File: src/rtl/vscale_htif_pcr_arbiter_pkg.sv
// Shared constants for the HTIF PCR arbiter: state encodings, requester count
// and default widths of the CSR file's HTIF PCR port.
package vscale_htif_pcr_arbiter_pkg;

    localparam int CSR_ADDR_WIDTH      = 12;
    localparam int HTIF_PCR_WIDTH      = 64;
    localparam int N_PCR_REQ           = 2;
    localparam int PCR_ARB_STATE_WIDTH = 2;

    typedef enum logic [PCR_ARB_STATE_WIDTH-1:0] {
        PCR_ARB_IDLE = 2'd0,
        PCR_ARB_REQ  = 2'd1,
        PCR_ARB_RESP = 2'd2
    } pcr_arb_state_e;

endpackage

File: src/rtl/vscale_htif_pcr_arbiter_rr_grant2.sv
// vscale_rr_grant2: combinational 2-way one-hot grant.
// With rr_en set a tie goes to the port that was not served last; otherwise
// port 0 always wins a tie.
module vscale_rr_grant2 (
    input  logic [1:0] valid,
    input  logic       last,
    input  logic       rr_en,
    output logic [1:0] grant
);

    // Pick at most one requester.
    always_comb begin
        grant = 2'b00;
        case (valid)
            2'b01:   grant = 2'b01;
            2'b10:   grant = 2'b10;
            2'b11:   grant = (rr_en && !last) ? 2'b10 : 2'b01;
            default: grant = 2'b00;
        endcase
    end

endmodule

File: src/rtl/vscale_htif_pcr_arbiter.sv
// vscale_htif_pcr_arbiter: shares the CSR file's single HTIF PCR port between
// two host requesters, one transaction in flight at a time.
// Build option: define VSCALE_PCR_ARB_RR_EN for round-robin tie breaking;
// without it port 0 has fixed priority.
module vscale_htif_pcr_arbiter
    import vscale_htif_pcr_arbiter_pkg::*;
#(
    parameter int ADDR_W = CSR_ADDR_WIDTH,
    parameter int DATA_W = HTIF_PCR_WIDTH
) (
    input  logic                       clk,
    input  logic                       reset,
    input  logic [N_PCR_REQ-1:0]       s_req_valid,
    output logic [N_PCR_REQ-1:0]       s_req_ready,
    input  logic [N_PCR_REQ-1:0]       s_req_rw,
    input  logic [N_PCR_REQ*ADDR_W-1:0] s_req_addr,
    input  logic [N_PCR_REQ*DATA_W-1:0] s_req_data,
    output logic [N_PCR_REQ-1:0]       s_resp_valid,
    input  logic [N_PCR_REQ-1:0]       s_resp_ready,
    output logic [DATA_W-1:0]          s_resp_data,
    output logic                       m_req_valid,
    input  logic                       m_req_ready,
    output logic                       m_req_rw,
    output logic [ADDR_W-1:0]          m_req_addr,
    output logic [DATA_W-1:0]          m_req_data,
    input  logic                       m_resp_valid,
    output logic                       m_resp_ready,
    input  logic [DATA_W-1:0]          m_resp_data
);

    pcr_arb_state_e    state_q, state_d;
    logic              last_q, last_d;
    logic              owner_q, owner_d;
    logic              rw_q, rw_d;
    logic [ADDR_W-1:0] addr_q, addr_d;
    logic [DATA_W-1:0] data_q, data_d;
    logic [1:0]        grant;
    logic              rr_en;

`ifdef VSCALE_PCR_ARB_RR_EN
    assign rr_en = 1'b1;
`else
    assign rr_en = 1'b0;
`endif

    vscale_rr_grant2 u_grant (
        .valid (s_req_valid),
        .last  (last_q),
        .rr_en (rr_en),
        .grant (grant)
    );

    // State and latched request registers; reset abandons any transaction.
    always_ff @(posedge clk or posedge reset) begin
        if (reset) begin
            state_q <= PCR_ARB_IDLE;
            last_q  <= 1'b1;
            owner_q <= 1'b0;
            rw_q    <= 1'b0;
            addr_q  <= '0;
            data_q  <= '0;
        end else begin
            state_q <= state_d;
            last_q  <= last_d;
            owner_q <= owner_d;
            rw_q    <= rw_d;
            addr_q  <= addr_d;
            data_q  <= data_d;
        end
    end

    // Next-state logic and handshake outputs. s_req_ready is masked by reset
    // so every valid/ready output reads 0 while reset is held.
    always_comb begin
        state_d      = state_q;
        last_d       = last_q;
        owner_d      = owner_q;
        rw_d         = rw_q;
        addr_d       = addr_q;
        data_d       = data_q;
        s_req_ready  = 2'b00;
        s_resp_valid = 2'b00;
        s_resp_data  = '0;
        m_req_valid  = 1'b0;
        m_resp_ready = 1'b0;
        case (state_q)
            PCR_ARB_IDLE: begin
                if (!reset && (grant != 2'b00)) begin
                    s_req_ready = grant;
                    owner_d     = grant[1];
                    rw_d        = grant[1] ? s_req_rw[1] : s_req_rw[0];
                    addr_d      = grant[1] ? s_req_addr[ADDR_W +: ADDR_W]
                                           : s_req_addr[0 +: ADDR_W];
                    data_d      = grant[1] ? s_req_data[DATA_W +: DATA_W]
                                           : s_req_data[0 +: DATA_W];
                    state_d     = PCR_ARB_REQ;
                end
            end
            PCR_ARB_REQ: begin
                m_req_valid = 1'b1;
                if (m_req_ready) begin
                    state_d = PCR_ARB_RESP;
                end
            end
            PCR_ARB_RESP: begin
                s_resp_valid[owner_q] = m_resp_valid;
                s_resp_data           = m_resp_data;
                m_resp_ready          = s_resp_ready[owner_q];
                if (m_resp_valid && s_resp_ready[owner_q]) begin
                    state_d = PCR_ARB_IDLE;
                    last_d  = owner_q;
                end
            end
            default: state_d = PCR_ARB_IDLE;
        endcase
    end

    assign m_req_rw   = rw_q;
    assign m_req_addr = addr_q;
    assign m_req_data = data_q;

endmodule

File: config.mk
export PLATFORM = sky130hd
export DESIGN_NAME = vscale_htif_pcr_arbiter
export DESIGN_NICKNAME = d
export VERILOG_FILES = /design/src/rtl/vscale_htif_pcr_arbiter_pkg.sv /design/src/rtl/vscale_htif_pcr_arbiter_rr_grant2.sv /design/src/rtl/vscale_htif_pcr_arbiter.sv
export SDC_FILE = /design/constraint.sdc
export NUM_CORES = 1
export LEC_CHECK = 0
export CORE_AREA = 2 2 145 147
export DETAILED_ROUTE_END_ITERATION = 10
export DIE_AREA = 0 0 147 149
export PLACE_DENSITY = 0.71
export SYNTH_ARGS = -nofsm -noshare
export SYNTH_HDL_FRONTEND = slang
export SYNTH_SLANG_ARGS = --single-unit
export TNS_END_PERCENT = 20
File: constraint.sdc
create_clock -name clk -period 2.55 [get_ports clk]
set_input_delay 0.3825 -clock clk [delete_from_list [all_inputs] [get_ports clk]]
set_output_delay 0.3825 -clock clk [all_outputs]
set_load 0.03 [all_outputs]
==> impl_metrics.yaml <==
detailed_routing:
  drtIter0Drc: 79
  drc: 0
  finalWirelength_um: 15210
  viasPerCell: 3.953
  final_antenna_net_count: 0
  wl_per_cell_um: 15.36
  first_pass_iters: 4
  vias: 3913
setup_path:
  worst_setup_path_end_kind: "primary output"
  cp_max_fo: 68
  r2r_start: "state_q[0]"
  start_kind: "register"
  rr_endpoint: "m_req_data[60]"
  reg2reg_slack_ns: 0.83
  worstPathArrival_ns: 1.81
  critical_path_required_ns: 2.17
  r2r_cells: 4
  crit_type: "register to primary output"
synth:
  ys_seq_elements: 80
  synth-edff-count: 0
  synth_area_leaders: "dfrtp_1, mux2_2, and2_1, mux2_4, buf_6"
  synthDistinctLibCells: 18
  synth_top_area_cell: "dfrtp_1"
  synth_async_sr_flop_share_pct: 100.0
  netlist_area_sq_um: 4478
  synth_top_area_share_pct: 44.71
  synthCells: 342
  synth.avg_cell_area_sq_um: 13.09
  synthFlopType: "dfrtp_1"
  synth.most_common_cell: "mux2_2"
  syn-num-nets: 568
  yosys-top-cells-count: "mux2_2, dfrtp_1, and2_1"
  yosys_warnings: 0
  seq_area_frac_synth_pct: 44.71
die:
  fp-row-count: 53
  core_region_area_sq_um: 20560
  start_util_pct: 21.78
  io_pins: 373
  die_y_um: 149
  die_area_sq_um: 21900
  die_w_um: 147
final_layout:
  n_antenna_cell: 0
  layout.nets: 936
  drive_gt1_share_pct: 34.55
  area_growth_pct: 93.15
  post-route-cell-area_sq_um: 8650
cts:
  clkLatencyLatePin_ns: 0.34
  ctsResizeCount: 0
  cts-root-buf: "clkbuf_16"
  cts_setup_buffers: 0
  ctsHoldBuffers: 0
  cts_buffer_depth: 2
  clock_sinks: 80
  cts_buffers: 9
  cts_tree: "done"
  htree_levels: 3
  path_clk_slew_ns: 0.06
place:
  gp_congestion: 0.8441
  hpwl_um: 12100
  dpl_cell_area_sq_um: 8338
  port_buffers: 372
global_routing:
  overflow: 0
  grt_pass1_vias: 4011
  grt_max_degree: 69
  grt.total_usage_pct: 13.08
  grt_pass1_wl_um: 22460
  antenna_found_initial: 0
sta:
  slew_viol_final: 0
  fin_skew_ns: 0.006708
  fin_setup_tns_ns: 0
  setup_viol: 0
  min_period_over_period_pct: 86.12
  period_needed_ns: 2.196
  rsz0062_at_grt: "false"
  tightest_slew_ns: 0.4865
  maxSlewHeadroom_pct: 67.56
  fmax_ghz: 0.4554
  hold_violations: 0
worst_hold_path:
  min_path_cells: 1
  min_from: "m_req_rw"
  hold_path_end: "m_req_rw"
  min_path_type: "register to register"
job:
  drv_cap: 0
pwr:
  ir_worst_vdd_mv: 0.5554
  leakagePower_nw: 3.591
  pwr_density_cell_nw_per_um2: 1049
outcome:
  status: "finished clean"
## metal layers
layer | share of wire, % | GRT usage (%)
met1 | 44 | 16.97
met2 | 47 | 21.13
met3 | 7.0 | 3.976
met4 | 1.3 | 3.846
met5 | 0 | 0
## state kept, by name, indices dropped and copies added, names as in the netlist
register,flops
m_req_data,64
m_req_rw,1
state_q,2
owner_q,1
m_req_addr,12
## cell families after synthesis
| logic type | after synthesis | synth area share (%) |
|---|---|---|
| AO/OA/AOI/OAI | 2 | 0.2794 |
| multiplexers | 156 | 40.04 |
| AND/OR/NAND/NOR | 77 | 10.84 |
| flip-flops | 80 | 44.71 |
| buffers and inverters | 27 | 4.135 |
## worst max path at each step
stage | cells after the start | slack [ns] | to | from
global route | 4 | 0.24 | s_resp_data[38] | state_q[0]
global placement | 6 | 0.37 | m_req_data[41] | s_req_valid[0]
detailed placement | 6 | 0.33 | m_req_data[60] | s_req_valid[0]
CTS | 4 | 0.35 | s_resp_data[44] | state_q[0]
finish | 4 | 0.35 | s_resp_data[44] | state_q[0]
floorplan | 1 | 0.12 | m_req_addr[0] | reset
## critical path: stages, from the launching register on
cell	delay, ns
dfrtp_1	0.41
and2b_1	0.20
buf_4	0.41
and2_1	0.27
buf_4	0.19
## cell usage in the layout (no fill, tap or decap), types with 2 or more instances in the layout
master and n:
mux2_1 3, clkbuf_1 2, inv_1 2, mux2_2 142, bufinv_16 2, buf_4 73, nor2_1 2, buf_12 5
clkdlybuf4s50_1 303, mux2_4 10, clkbuf_16 9, and2_1 66, dfrtp_1 80, nor2b_1 2, clkinv_2 3, nand2_1 3
## metrics by stage
stage / hold WS [ns] / setup WS, ns / util [%] / total power, mW / cells
5_1_grt: 0.5263 / 0.2387 / 42.08 / 9.510 / 990
6_report: 0.4906 / 0.3539 / 42.08 / 9.072 / 990
3_5_place_dp: 0.4848 / 0.3292 / 40.56 / 7.751 / 974
2_1_floorplan: 0.4952 / 0.1158 / - / 5.398 / 342
4_1_cts: 0.4995 / 0.3481 / 42.08 / 9.206 / 990
3_3_place_gp: 0.4743 / 0.3693 / 40.56 / 7.706 / 974
## final cells by class
type | instances | area, sq um
well taps | 275 | 344.1
clock inverters | 5 | 78.83
fillers | 1979 | 11910
inverters | 3 | 12.51
flip-flops and latches | 80 | 2002
multi-input cells | 235 | 2298
clock buffers | 11 | 232.7
repair buffers | 381 | 3681
## power breakdown
group          internal [mW]  switching (mW)  leakage (nW)  total [mW]
combinational           2.56            2.85          2.50        5.41
clock                  0.859           0.529         0.154        1.39
sequential              1.92           0.350         0.942        2.27
total                   5.34            3.73          3.59        9.07
No activity file was read; power rests on OpenSTA's default activity.
